===== src/rtl/vc_arb3_sd_ctrl_if.sv =====
// Handshake bundle between the three requesters, the shared downstream channel and the
// same-domain arbiter. The slave modport is the arbiter's view of the bundle.
interface vc_arb3_sd_ctrl_if;
  logic [1:0] domain;
  logic       in0_val;
  logic       in0_last;
  logic       in0_rdy;
  logic       in1_val;
  logic       in1_last;
  logic       in1_rdy;
  logic       in2_val;
  logic       in2_last;
  logic       in2_rdy;
  logic       out_val;
  logic       out_last;
  logic       out_rdy;
  logic [1:0] sel;
  logic [1:0] cur_domain;
  logic       busy;
  logic       err;

  modport master (
    output domain, in0_val, in0_last, in1_val, in1_last, in2_val, in2_last, out_rdy,
    input  in0_rdy, in1_rdy, in2_rdy, out_val, out_last, sel, cur_domain, busy, err
  );

  modport slave (
    input  domain, in0_val, in0_last, in1_val, in1_last, in2_val, in2_last, out_rdy,
    output in0_rdy, in1_rdy, in2_rdy, out_val, out_last, sel, cur_domain, busy, err
  );
endinterface


===== src/rtl/vc_arb3_sd_ctrl.sv =====
// Round-robin, packet-locking arbiter for three requesters sharing one val/rdy channel.
// Only requesters in the active security domain compete; domain switches happen between packets.
module vc_arb3_sd_ctrl #(
  parameter logic [1:0]  p_dom0      = 2'd0,
  parameter logic [1:0]  p_dom1      = 2'd1,
  parameter logic [1:0]  p_dom2      = 2'd2,
  parameter int unsigned p_max_beats = 16
) (
  input  logic               clk,
  input  logic               reset,
  vc_arb3_sd_ctrl_if.slave   bus
);

  typedef enum logic {
    ST_IDLE   = 1'b0,
    ST_LOCKED = 1'b1
  } state_t;

  localparam logic [7:0] c_max_beats = 8'(p_max_beats);
  localparam logic [5:0] c_doms      = {p_dom2, p_dom1, p_dom0};

  state_t     r_state;
  state_t     w_state_next;
  logic [1:0] r_grant;
  logic [1:0] w_grant_next;
  logic [1:0] r_ptr;
  logic [1:0] w_ptr_next;
  logic [1:0] r_cur_domain;
  logic [1:0] w_cur_domain_next;
  logic [7:0] r_beat_cnt;
  logic [7:0] w_beat_cnt_next;
  logic       r_err;
  logic       w_err_next;

  // Padded to four entries so a 2-bit grant/candidate index is always in range.
  logic [3:0] w_val4;
  logic [3:0] w_last4;
  logic [3:0] w_elig4;
  logic [2:0] w_rdy;
  logic [1:0] w_cand [3];
  logic [1:0] w_pick;
  logic       w_any;
  logic       w_locked;
  logic       w_gval;
  logic       w_glast;
  logic       w_xfer;

  function automatic logic [1:0] inc3(input logic [1:0] v);
    return (v == 2'd2) ? 2'd0 : v + 2'd1;
  endfunction

  assign w_val4  = {1'b0, bus.in2_val,  bus.in1_val,  bus.in0_val};
  assign w_last4 = {1'b0, bus.in2_last, bus.in1_last, bus.in0_last};
  assign w_elig4[3] = 1'b0;

  generate
    for (genvar gi = 0; gi < 3; gi++) begin : g_req
      assign w_elig4[gi] = w_val4[gi] && (c_doms[2*gi +: 2] == r_cur_domain);
      assign w_rdy[gi]   = w_locked && (r_grant == 2'(gi)) && bus.out_rdy;
    end
  endgenerate

  assign w_cand[0] = r_ptr;
  assign w_cand[1] = inc3(r_ptr);
  assign w_cand[2] = inc3(w_cand[1]);

  // Scan from the highest offset down so the candidate closest to ptr wins.
  always_comb begin
    w_any  = 1'b0;
    w_pick = r_ptr;
    for (int k = 2; k >= 0; k--) begin
      if (w_elig4[w_cand[k]]) begin
        w_pick = w_cand[k];
        w_any  = 1'b1;
      end
    end
  end

  assign w_locked = (r_state == ST_LOCKED);
  assign w_gval   = w_val4[r_grant];
  assign w_glast  = w_last4[r_grant];
  assign w_xfer   = w_locked && w_gval && bus.out_rdy;

  always_comb begin
    w_state_next      = r_state;
    w_grant_next      = r_grant;
    w_ptr_next        = r_ptr;
    w_cur_domain_next = r_cur_domain;
    w_beat_cnt_next   = r_beat_cnt;
    w_err_next        = r_err;
    case (r_state)
      ST_IDLE: begin
        // A domain change consumes this IDLE cycle; arbitration resumes next cycle.
        if (bus.domain != r_cur_domain) begin
          w_cur_domain_next = bus.domain;
        end else if (w_any) begin
          w_grant_next    = w_pick;
          w_beat_cnt_next = 8'd0;
          w_state_next    = ST_LOCKED;
        end
      end
      ST_LOCKED: begin
        if (w_xfer) begin
          w_beat_cnt_next = r_beat_cnt + 8'd1;
          if (w_glast) begin
            w_state_next = ST_IDLE;
            w_ptr_next   = inc3(r_grant);
          end else if (r_beat_cnt + 8'd1 == c_max_beats) begin
            w_state_next = ST_IDLE;
            w_ptr_next   = inc3(r_grant);
            w_err_next   = 1'b1;
          end
        end
      end
      default: w_state_next = ST_IDLE;
    endcase
  end

  always_ff @(posedge clk or negedge reset) begin
    if (!reset) begin
      r_state      <= ST_IDLE;
      r_grant      <= 2'd0;
      r_ptr        <= 2'd0;
      r_cur_domain <= 2'd0;
      r_beat_cnt   <= 8'd0;
      r_err        <= 1'b0;
    end else begin
      r_state      <= w_state_next;
      r_grant      <= w_grant_next;
      r_ptr        <= w_ptr_next;
      r_cur_domain <= w_cur_domain_next;
      r_beat_cnt   <= w_beat_cnt_next;
      r_err        <= w_err_next;
    end
  end

  assign bus.sel        = r_grant;
  assign bus.out_val    = w_locked && w_gval;
  assign bus.out_last   = w_locked && w_glast;
  assign bus.in0_rdy    = w_rdy[0];
  assign bus.in1_rdy    = w_rdy[1];
  assign bus.in2_rdy    = w_rdy[2];
  assign bus.cur_domain = r_cur_domain;
  assign bus.busy       = w_locked;
  assign bus.err        = r_err;

endmodule


===== src/flat_wrapper.sv =====
// flat-port wrapper written by rule: the top's interface ports become plain ports
module vc_arb3_sd_ctrl_flat 
#(
  parameter logic [1:0]  p_dom0      = 2'd0,
  parameter logic [1:0]  p_dom1      = 2'd1,
  parameter logic [1:0]  p_dom2      = 2'd2,
  parameter int unsigned p_max_beats = 16
)
  (clk, reset, bus_domain, bus_in0_val, bus_in0_last, bus_in1_val, bus_in1_last, bus_in2_val, bus_in2_last, bus_out_rdy, bus_in0_rdy, bus_in1_rdy, bus_in2_rdy, bus_out_val, bus_out_last, bus_sel, bus_cur_domain, bus_busy, bus_err);
  vc_arb3_sd_ctrl_if bus_i ();
  input  logic clk;
  input  logic reset;
  input wire logic [$bits(bus_i.domain)-1:0] bus_domain;
  input wire logic [$bits(bus_i.in0_val)-1:0] bus_in0_val;
  input wire logic [$bits(bus_i.in0_last)-1:0] bus_in0_last;
  input wire logic [$bits(bus_i.in1_val)-1:0] bus_in1_val;
  input wire logic [$bits(bus_i.in1_last)-1:0] bus_in1_last;
  input wire logic [$bits(bus_i.in2_val)-1:0] bus_in2_val;
  input wire logic [$bits(bus_i.in2_last)-1:0] bus_in2_last;
  input wire logic [$bits(bus_i.out_rdy)-1:0] bus_out_rdy;
  output wire logic [$bits(bus_i.in0_rdy)-1:0] bus_in0_rdy;
  output wire logic [$bits(bus_i.in1_rdy)-1:0] bus_in1_rdy;
  output wire logic [$bits(bus_i.in2_rdy)-1:0] bus_in2_rdy;
  output wire logic [$bits(bus_i.out_val)-1:0] bus_out_val;
  output wire logic [$bits(bus_i.out_last)-1:0] bus_out_last;
  output wire logic [$bits(bus_i.sel)-1:0] bus_sel;
  output wire logic [$bits(bus_i.cur_domain)-1:0] bus_cur_domain;
  output wire logic [$bits(bus_i.busy)-1:0] bus_busy;
  output wire logic [$bits(bus_i.err)-1:0] bus_err;
  assign bus_i.domain = bus_domain;
  assign bus_i.in0_val = bus_in0_val;
  assign bus_i.in0_last = bus_in0_last;
  assign bus_i.in1_val = bus_in1_val;
  assign bus_i.in1_last = bus_in1_last;
  assign bus_i.in2_val = bus_in2_val;
  assign bus_i.in2_last = bus_in2_last;
  assign bus_i.out_rdy = bus_out_rdy;
  assign bus_in0_rdy = bus_i.in0_rdy;
  assign bus_in1_rdy = bus_i.in1_rdy;
  assign bus_in2_rdy = bus_i.in2_rdy;
  assign bus_out_val = bus_i.out_val;
  assign bus_out_last = bus_i.out_last;
  assign bus_sel = bus_i.sel;
  assign bus_cur_domain = bus_i.cur_domain;
  assign bus_busy = bus_i.busy;
  assign bus_err = bus_i.err;
  vc_arb3_sd_ctrl #(.p_dom0(p_dom0), .p_dom1(p_dom1), .p_dom2(p_dom2), .p_max_beats(p_max_beats)) u_core (.clk(clk), .reset(reset), .bus(bus_i));
endmodule

===== config.mk =====
export PLATFORM = sky130hd
export DESIGN_NAME = vc_arb3_sd_ctrl_flat
export DESIGN_NICKNAME = d
export VERILOG_FILES = /design/src/rtl/vc_arb3_sd_ctrl_if.sv /design/src/rtl/vc_arb3_sd_ctrl.sv /design/src/flat_wrapper.sv
export SDC_FILE = /design/constraint.sdc
export NUM_CORES = 1
export LEC_CHECK = 0
export CORE_MARGIN = 1.5
export CORE_UTILIZATION = 54
export DETAILED_ROUTE_END_ITERATION = 6
export GPL_TIMING_DRIVEN = 0
export PLACE_DENSITY_LB_ADDON = 0.3
export SYNTH_ARGS = -nofsm -noshare
export SYNTH_HDL_FRONTEND = slang
export SYNTH_SLANG_ARGS = --single-unit

===== constraint.sdc =====
create_clock -name clk -period 3.5 [get_ports clk]
set_input_delay 1.05 -clock clk [delete_from_list [all_inputs] [get_ports clk]]
set_output_delay 1.05 -clock clk [all_outputs]
set_load 0.005 [all_outputs]

==> results <==
- The chip height is 48.21 microns.
- The run finished with clean final reports.
- Dividing the detail-routed via count by the number of cells gives 5.680.
- Hold repair after CTS inserted 0 buffers.
- Counting stages on the worst path, the most repeated cell is clkdlybuf4s50_1.
- The peak ir drop on the vdd network is 0.5061 mV.
- The post-detailed-route wirelength per cell is 14.75 microns.
- 0 antenna diodes ended up in the layout.
- The critical-path cell with the highest stage delay is clkdlybuf4s50_1.
- The cell class contributing the biggest share of worst-path delay is buffers and inverters.
- The CTS H-tree depth is 1.
- The total core area is 1942 sq um.
- For this run, asynchronously set or reset flops after synthesis account for 100.0%.
- Traced cell by cell, the critical path runs through clkdlybuf4s50_1 > mux2i_1 > o21ai_2 > and2_1 > clkdlybuf4s50_1.
- Averaged over all synthesized cells, the footprint is 9.513 sq um.
- The sort of element at the end of the critical path is a primary output.
- The longest individual stage delay on the worst path is 500 ps.
- Counting every net in the synthesized netlist gives 128.
- The total congestion overflow is 0.
- The instance count after placement with tap cells included is 164.
- The remaining antenna violation count after routing is 0.
- The wire length of the first global-routing pass is 3891 microns.
- Setup violations remaining at the end of the flow were counted as 0.
- In this run, synthesis produced a sequential element count of 16.
- The timing-limited maximum frequency is 291.7 MHz.
- The setup TNS is 0 ps.
- The unique cell type count in the Yosys netlist is 44.
- The total detailed-routing wirelength is 2493 microns.
- The sequential-to-total area share from yosys stat is 36.28%.
- The number of flops mapped to enable cells by yosys is 0.
- Clock-pin slew was measured on the worst setup and hold paths at 90 ps.
- The die covers 2324 sq um.
- Compared with the post-synthesis result, the final layout area differs by 26.19%.
- 22 I/O pins were placed.
- The total via count after detailed routing is 960.
- The overall track demand over capacity in global routing is 24.73%.
- The most common flop cell mapped by yosys is dfrtp_1.
- The count of pins over their slew limit was 0.
- The total leakage power is 0.5757 nW.
- The synthesized instance count is 116.
- The quantity of I/O buffers inserted on ports is 21.
- After the last flow step, the layout net total stands at 155.
- The number of global-route vias before repair was 864.
- The post-synth design cell area is 1104 sq um.
- The total power is 1.065 mW.
- The floorplan step set the die width to 48.21 microns.
- At the worst endpoint, the arrival time is 2380 ps.
- Leaving out fill and tap cells, the most frequent cells in the layout are clkdlybuf4s50_1 (19), dfrtp_1 (16), nor2_1 (13).
- The finished layout holds 169 standard cells, fillers aside.
- The routed design could run at a clock period as short as 3428 ps.
- The total power per unit cell area is 764.8 nW/um^2.
- The worst path uses 97.93% of the clock period.
- For this block, the initial DRC count from the detailed router was 25.
- The share of layout cells above drive strength 1 is 13.38%.
- The setup path with the least slack is of type in2out.
- The maximum number of pins on one net before global-route repair is 17.
- The tightest slew margin relative to the limit is 48.78%.
- The maximum fanout along the worst path is 2.
- The number of clock sinks seen by CTS is 16.
- The initial antenna violation count came to 0.
- Clock tree synthesis inserted a total of 3 buffers.
- The library cell used most frequently in the layout, excluding fill and tap cells, is clkdlybuf4s50_1.
- During synthesis, Yosys emitted a total of 0 warnings.
- TritonCTS built the clock tree.
- Across the run, the number of max-cap violations was 0.
- The length of the first detailed-routing pass in iterations is 4.
- The clock tree root buffer cell is clkbuf_4.
- The row count is 16.
- The final routed DRC violation total is 0.
- In this run the worst hold path is classified as reg2reg.
- The count of buffering cells on the critical path with inverters included is 2.
- At the end of routability-driven placement, the weighted congestion stood at 0.8623.
- The number of failing hold endpoints at the final stage came to 0.
- The worst endpoint required time is 2450 ps.
- The measured slew at the worst slew-check pin is 748.9 ps.
- The clock arrives with 7.256 ps of skew.
- The maximum buffer depth of the clock tree is 2.
- The starting utilization of the core area is 56.83%.
- The HPWL reported at the end of detailed placement is 1802 microns.
- At the later pin of the worst-skew pair, clock insertion delay measures 290 ps.
- STA classifies the critical path startpoint as an input pin.
-- registers in the layout (all words and copies together) (netlist names) --
name	cells
u_core.bus.busy	1
u_core.bus.cur_domain	2
u_core.bus.sel	2
u_core.r_beat_cnt	8
u_core.bus.err	1
u_core.r_ptr	2
-- routing by layer --
layer / share of wire, % / wire length, microns / up-vias / global-route usage (%)
met5: 0 / 0 / - / 0
met4: 0.88 / 22 / 0 / 7.568
met2: 47 / 1182 / 21 / 38.16
li1: - / - / 470 / -
met3: 4.9 / 121 / 4 / 7.037
met1: 47 / 1167 / 465 / 33.56
-- Yosys cell counts, types with 2 or more instances --
library cell	count	area [sq um]
dfrtp_1	16	400.4
nor2_1	13	48.80
nand2_1	9	33.78
inv_1	6	22.52
mux2i_1	5	50.05
xor2_1	5	43.79
a21oi_1	4	20.02
nand3b_1	4	30.03
clkbuf_1	3	11.26
mux2_1	3	33.78
nor2b_1	3	18.77
o21ai_0	3	15.01
and3_1	2	12.51
buf_2	2	10.01
buf_6	2	22.52
mux2_2	2	22.52
mux2_4	2	30.03
nand3_1	2	10.01
nand4_1	2	12.51
nand4b_1	2	17.52
o21ai_1	2	10.01
o21bai_1	2	15.01
-- final cells by class --
type / instances / area [sq um]
inverter: 6 / 22.52
multi-input combinational: 87 / 640.6
timing repair buffer: 22 / 215.2
buffer: 7 / 43.79
sequential: 16 / 400.4
tap: 27 / 33.78
fill: 160 / 549.3
clock buffer: 4 / 36.28
-- where the power goes --
| part | switching [mW] | internal (mW) |
|---|---|---|
| registers | 0.0598 | 0.251 |
| logic | 0.313 | 0.320 |
| clock network | 0.0579 | 0.0635 |
-- cell families (layout without fill, tap and decap cells) --
logic type / count (synthesis) / count (layout) / synth area share [%]
and+or+nand+nor: 46 / 46 / 25.51
buffers and inverters: 13 / 39 / 6.009
DFF: 16 / 16 / 36.28
AOI/OAI and AO/OA: 22 / 22 / 13.95
xor gates and xnor gates: 6 / 6 / 4.762
adders and majority gates: 1 / 1 / 1.134
muxes: 12 / 12 / 12.36
-- path summary, 6_finish.rpt --
path	slack, ps	startpoint	depth (start not counted)	to
worst max-delay path	70	bus_in2_last	5	bus_out_last
worst min-delay path	500	u_core.bus.err	1	u_core.bus.err
worst max register to register	1230	u_core.bus.cur_domain[1]	6	u_core.bus.sel[0]
worst min register to register	500	u_core.bus.err	1	u_core.bus.err
max in group asynchronous	1850	reset	1	u_core.r_beat_cnt[4]
min in group asynchronous	1190	reset	1	u_core.r_ptr[0]
-- what timing repair did --
item,in CTS,in global routing
buffers inserted,0,1
gates resized for setup,2,1
setup endpoints to repair,1,1
pin swaps,0,1
gates cloned,0,0
-- metrics by stage --
stage          utilization, %  instance area, sq um  hold WS, ps  setup slack [ps]
2_1_floorplan               -                  1104        467.8             923.0
3_3_place_gp            69.39                  1348        464.5             2.028
3_5_place_dp            69.39                  1348        478.9            -47.45
4_1_cts                 71.13                  1381        508.6             14.97
5_1_grt                 71.71                  1393        526.5            -7.105
6_report                71.71                  1393        496.8             72.39
Note: power is estimated with default switching activity, not from simulation.
